File: src/rtl/alu_sequencer.sv
// Issue stage for the 3-bit ALU: buffers {op, A, B} instructions, drives the ALU one at a time,
// waits a fixed settle interval, then offers the captured Dout downstream.
module alu_sequencer #(
  parameter int unsigned Depth  = 4,
  parameter int unsigned Settle = 1
) (
  input  logic                    clk_i,
  input  logic                    rst_ni,
  input  logic                    in_valid_i,
  output logic                    in_ready_o,
  input  logic [7:0]              in_instr_i,
  output logic [1:0]              alu_op_o,
  output logic [2:0]              alu_a_o,
  output logic [2:0]              alu_b_o,
  input  logic [5:0]              alu_dout_i,
  output logic                    res_valid_o,
  input  logic                    res_ready_i,
  output logic [5:0]              res_data_o,
  output logic [1:0]              res_op_o,
  output logic                    busy_o,
  output logic [$clog2(Depth):0]  fifo_count_o
);

  localparam int unsigned AddrW = $clog2(Depth);

  localparam logic [1:0] StIdle  = 2'd0;
  localparam logic [1:0] StDrive = 2'd1;
  localparam logic [1:0] StHold  = 2'd2;

  localparam logic [3:0]     SettleLoad = 4'(Settle - 1);
  localparam logic [AddrW:0] DepthC     = (AddrW + 1)'(Depth);

  logic [7:0]       mem_q [Depth];
  logic [AddrW-1:0] wr_ptr_q, wr_ptr_d;
  logic [AddrW-1:0] rd_ptr_q, rd_ptr_d;
  logic [AddrW:0]   count_q, count_d;
  logic [1:0]       state_q, state_d;
  logic [3:0]       settle_q, settle_d;
  logic [1:0]       alu_op_q;
  logic [2:0]       alu_a_q, alu_b_q;
  logic             res_valid_q, res_valid_d;
  logic [5:0]       res_data_q;
  logic [1:0]       res_op_q;

  logic       full, empty, push, pop, capture;
  logic [7:0] head;

  assign full  = (count_q == DepthC);
  assign empty = (count_q == '0);
  assign head  = mem_q[rd_ptr_q];

  // Ready ignores a same-edge pop so a full FIFO never accepts.
  assign in_ready_o = !full && rst_ni;
  assign push       = in_valid_i && in_ready_o;

  always_comb begin
    state_d     = state_q;
    settle_d    = settle_q;
    res_valid_d = res_valid_q;
    pop         = 1'b0;
    capture     = 1'b0;
    case (state_q)
      StIdle: begin
        if (!empty) begin
          pop      = 1'b1;
          settle_d = SettleLoad;
          state_d  = StDrive;
        end
      end
      StDrive: begin
        if (settle_q != 4'd0) begin
          settle_d = settle_q - 4'd1;
        end else begin
          capture     = 1'b1;
          res_valid_d = 1'b1;
          state_d     = StHold;
        end
      end
      StHold: begin
        if (res_ready_i) begin
          res_valid_d = 1'b0;
          if (!empty) begin
            pop      = 1'b1;
            settle_d = SettleLoad;
            state_d  = StDrive;
          end else begin
            state_d = StIdle;
          end
        end
      end
      default: state_d = StIdle;
    endcase
  end

  always_comb begin
    wr_ptr_d = push ? wr_ptr_q + AddrW'(1) : wr_ptr_q;
    rd_ptr_d = pop ? rd_ptr_q + AddrW'(1) : rd_ptr_q;
    count_d  = count_q;
    case ({push, pop})
      2'b10:   count_d = count_q + (AddrW + 1)'(1);
      2'b01:   count_d = count_q - (AddrW + 1)'(1);
      default: count_d = count_q;
    endcase
  end

  always_ff @(posedge clk_i) begin
    if (push) begin
      mem_q[wr_ptr_q] <= in_instr_i;
    end
  end

  always_ff @(posedge clk_i) begin
    if (!rst_ni) begin
      wr_ptr_q    <= '0;
      rd_ptr_q    <= '0;
      count_q     <= '0;
      state_q     <= StIdle;
      settle_q    <= 4'd0;
      alu_op_q    <= 2'd0;
      alu_a_q     <= 3'd0;
      alu_b_q     <= 3'd0;
      res_valid_q <= 1'b0;
      res_data_q  <= 6'd0;
      res_op_q    <= 2'd0;
    end else begin
      wr_ptr_q    <= wr_ptr_d;
      rd_ptr_q    <= rd_ptr_d;
      count_q     <= count_d;
      state_q     <= state_d;
      settle_q    <= settle_d;
      res_valid_q <= res_valid_d;
      if (pop) begin
        alu_op_q <= head[7:6];
        alu_a_q  <= head[5:3];
        alu_b_q  <= head[2:0];
      end
      if (capture) begin
        res_data_q <= alu_dout_i;
        res_op_q   <= alu_op_q;
      end
    end
  end

  assign alu_op_o     = alu_op_q;
  assign alu_a_o      = alu_a_q;
  assign alu_b_o      = alu_b_q;
  assign res_valid_o  = res_valid_q;
  assign res_data_o   = res_data_q;
  assign res_op_o     = res_op_q;
  assign busy_o       = (state_q != StIdle) || !empty;
  assign fifo_count_o = count_q;

endmodule

File: config.mk
export PLATFORM = sky130hd
export DESIGN_NAME = alu_sequencer
export DESIGN_NICKNAME = d
export VERILOG_FILES = /design/src/rtl/alu_sequencer.sv
export SDC_FILE = /design/constraint.sdc
export NUM_CORES = 1
export LEC_CHECK = 0
export BUFFER_PORTS_ARGS = -buffer_cell sky130_fd_sc_hd__buf_2
export CORE_MARGIN = 5
export CORE_UTILIZATION = 54
export DETAILED_ROUTE_END_ITERATION = 16
export GPL_TIMING_DRIVEN = 0
export HOLD_SLACK_MARGIN = 0.15
export PLACE_DENSITY = 0.76
export SYNTH_ARGS = -nofsm -noshare
export SYNTH_HDL_FRONTEND = slang
export SYNTH_SLANG_ARGS = --single-unit
File: constraint.sdc
create_clock -name clk_i -period 4.48 [get_ports clk_i]
set_clock_uncertainty 0.05 [all_clocks]
set_input_delay 1.344 -clock clk_i [delete_from_list [all_inputs] [get_ports clk_i]]
set_output_delay 1.344 -clock clk_i [all_outputs]
set_load 0.005 [all_outputs]
==> impl_metrics.tcl <==
set metrics [dict create \
    outcome "completed" \
    endpoint_kind "primary output" \
    dieHeight_um 79.0 \
    synth_seq_cells 62 \
    placementRows 25 \
    hold_path.class "register to register" \
    slew_viol_final 0 \
    place_ws_ps 771 \
    grt_pass1_vias 1671 \
    clkSlewWorstSetupHoldPaths_ps 60 \
    utilization_pct 64.7 \
    h-tree-depth 3 \
    ys_seq_area_share_pct 60.8 \
    portBuffers 38 \
    regArea_sq_mm 0.00156 \
    yosys.area.top_type "edfxtp_1" \
    instances_no_fill 305 \
    cts_max_path_buffers 2 \
    synth_top_flop_cell "edfxtp_1" \
    dpl.hpwl_mm 3.20 \
    crit_arrival_ps 2310 \
    drive_gt1_share_pct 29.1 \
    path_cells "buf_2 -> inv_2 -> clkbuf_1 -> a21oi_1 -> buf_2" \
    slew_headroom_pct 55.9 \
    slowest_delay_ps 370 \
    grtUsageTotal_pct 17.0 \
    start_util_pct 55.1 \
    worstMarginPinSlew_ps 655 \
    post-place-cells 289 \
    vias 1685 \
    async_flop_share_pct 0 \
    synthCells 197 \
    reg2reg_slack_ps 1860 \
    num-fill-cells 361 \
    firstDrtPassIters 4 \
    cts_resized 0 \
    period_needed_ps 3700 \
    tns_ps 0 \
    drt_wl_total_mm 4.68 \
    synthDistinctLibCells 40 \
    clock_latency_ps 330 \
    cts_setup_buffers 0 \
    die_width_um 79.0 \
    place_congestion 0.708 \
    synth.top_cell.area_share_pct 37.4 \
    fin_nets 271 \
    area_growth_pct 17.4 \
    yosysWarnings 0 \
    synth_edf_count 32 \
    cp-start-kind "primary input" \
    postCtsHoldBufs 0 \
    grt_max_degree 11 \
    critPathKind "primary input to primary output" \
    rsz0062_at_grt "no" \
    cts_tree "done" \
    leakage_nw 1.14 \
    syn-num-nets 222 \
    avgSynthCellArea_sq_um 13.0 \
    antenna-diode-count 0 \
    numCtsBuffers 9 \
    fmax_mhz 270 \
    grt_pass1_wl_mm 7.82 \
    crit_fanout 10 \
    drv_cap 0 \
    power_density_mw_per_mm2 559 \
    critPathSlowestCell "clkbuf_1" \
    drc 0 \
    drtIter0Drc 109 \
    viasPerCell 5.52 \
    die-area_sq_mm 0.00623 \
    grt-ovfl-total 0 \
    post_drt_wl_per_cell_um 15.3 \
    coreArea_sq_mm 0.00466 \
    irDropWorstVdd_uv 393 \
    power.total_w 0.00169 \
    path_common_cell "buf_2" \
    root_buffer "clkbuf_8" \
    syn_area_sq_mm 0.00257 \
    fin_crit_sh_pct 82.6 \
    antenna_found_initial 0 \
    cts.sinks 62 \
    finalHoldViolations 0 \
    antenna_left 0 \
    setup_viol_count_final 0 \
    synthTopCellsByArea "edfxtp_1 (37%), dfxtp_1 (23%), mux4_2 (7.0%)" \
    required_ps 3090 \
    fin_ws_ps 781 \
    multi_input_area_sq_um 917 \
    io_pins 40 \
]
-- routing by layer --
layer | global-route usage, % | vias up | wire [um]
met5 | 0 | - | 0
met4 | 8.93 | 0 | 90
met3 | 6.01 | 7 | 352
met2 | 27.8 | 57 | 2230
met1 | 19.5 | 794 | 2000
li1 | - | 827 | -
-- sequential cells by signal (all words and copies together) (netlist names) --
signal and flops:
alu_a_o 3, alu_b_o 3, alu_op_o 2, fifo_count_o 3
mem_q 32, rd_ptr_q 2, res_data_o 6, res_op_o 2
res_valid_o 1, settle_q 4, state_q 2, wr_ptr_q 2
-- cells by family (layout without fill, tap and decap cells) --
| group | count (synthesis) | in the layout | share of synthesized area [%] |
|---|---|---|---|
| adders and majority gates | 7 | 7 | 3.70 |
| xor gates and xnor gates | 2 | 2 | 0.682 |
| AOI/OAI and AO/OA | 40 | 40 | 10.8 |
| DFF | 62 | 62 | 60.8 |
| buffers and inverters | 21 | 75 | 3.46 |
| muxes | 11 | 11 | 8.19 |
| and+or+nand+nor | 54 | 54 | 12.3 |
-- layout make-up --
cell class	count	share of cell area, %
inverter	12	1.49
clock inverter	5	1.62
sequential	62	51.8
tap	54	2.24
multi-input combinational	114	30.4
timing repair buffer	38	6.31
buffer	9	1.45
clock buffer	11	4.69
-- cells in the final DEF, fill, tap and decap left out, types with 5 or more instances in the layout --
master / synthesis / layout
a21oi_1: 14 / 14
buf_2: 2 / 40
and2_1: 5 / 5
o21ai_0: 9 / 9
dfxtp_1: 30 / 30
nand2_1: 16 / 16
nand3_1: 9 / 9
nand2b_1: 5 / 5
clkbuf_8: 0 / 10
edfxtp_1: 32 / 32
o2bb2ai_1: 8 / 8
mux4_2: 8 / 8
inv_1: 11 / 11
ha_1: 6 / 6
-- synthesized netlist by cell type (2+ instances only) --
| master | n |
|---|---|
| edfxtp_1 | 32 |
| dfxtp_1 | 30 |
| nand2_1 | 16 |
| a21oi_1 | 14 |
| inv_1 | 11 |
| nand3_1 | 9 |
| o21ai_0 | 9 |
| mux4_2 | 8 |
| o2bb2ai_1 | 8 |
| ha_1 | 6 |
| and2_1 | 5 |
| nand2b_1 | 5 |
| nor2_1 | 4 |
| clkbuf_1 | 3 |
| mux2i_1 | 3 |
| a221oi_1 | 2 |
| buf_1 | 2 |
| buf_2 | 2 |
| buf_4 | 2 |
| nand3b_1 | 2 |
| nor3_2 | 2 |
| o32ai_1 | 2 |
| or3_1 | 2 |
| xor2_1 | 2 |
-- worst max-delay path: cells and delay by family --
| family | cells | cell delay (ps) |
|---|---|---|
| buffers and inverters | 4 | 880 |
| AOI/OAI and AO/OA | 1 | 70 |
-- through the flow --
stage	hold slack [ps]	cell area, sq um
6_report	416	3020
5_1_grt	443	3020
4_1_cts	419	3020
3_5_place_dp	409	2830
3_3_place_gp	397	2830
2_1_floorplan	403	2570
-- final timing paths --
path | start | to | cells after the start
hold / removal | alu_a_o[0] | alu_a_o[0] | 2
setup reg to reg | fifo_count_o[0] | fifo_count_o[2] | 8
setup / recovery | rst_ni | in_ready_o | 5
hold reg to reg | alu_a_o[0] | alu_a_o[0] | 2
-- power breakdown --
part	switching, W	internal (W)	total [W]
Sequential	0.0000623	0.000690	0.000752
Combinational	0.000249	0.000217	0.000466
Clock	0.000201	0.000267	0.000469
Total	0.000513	0.00117	0.00169
(Power assumes the default switching activity.)
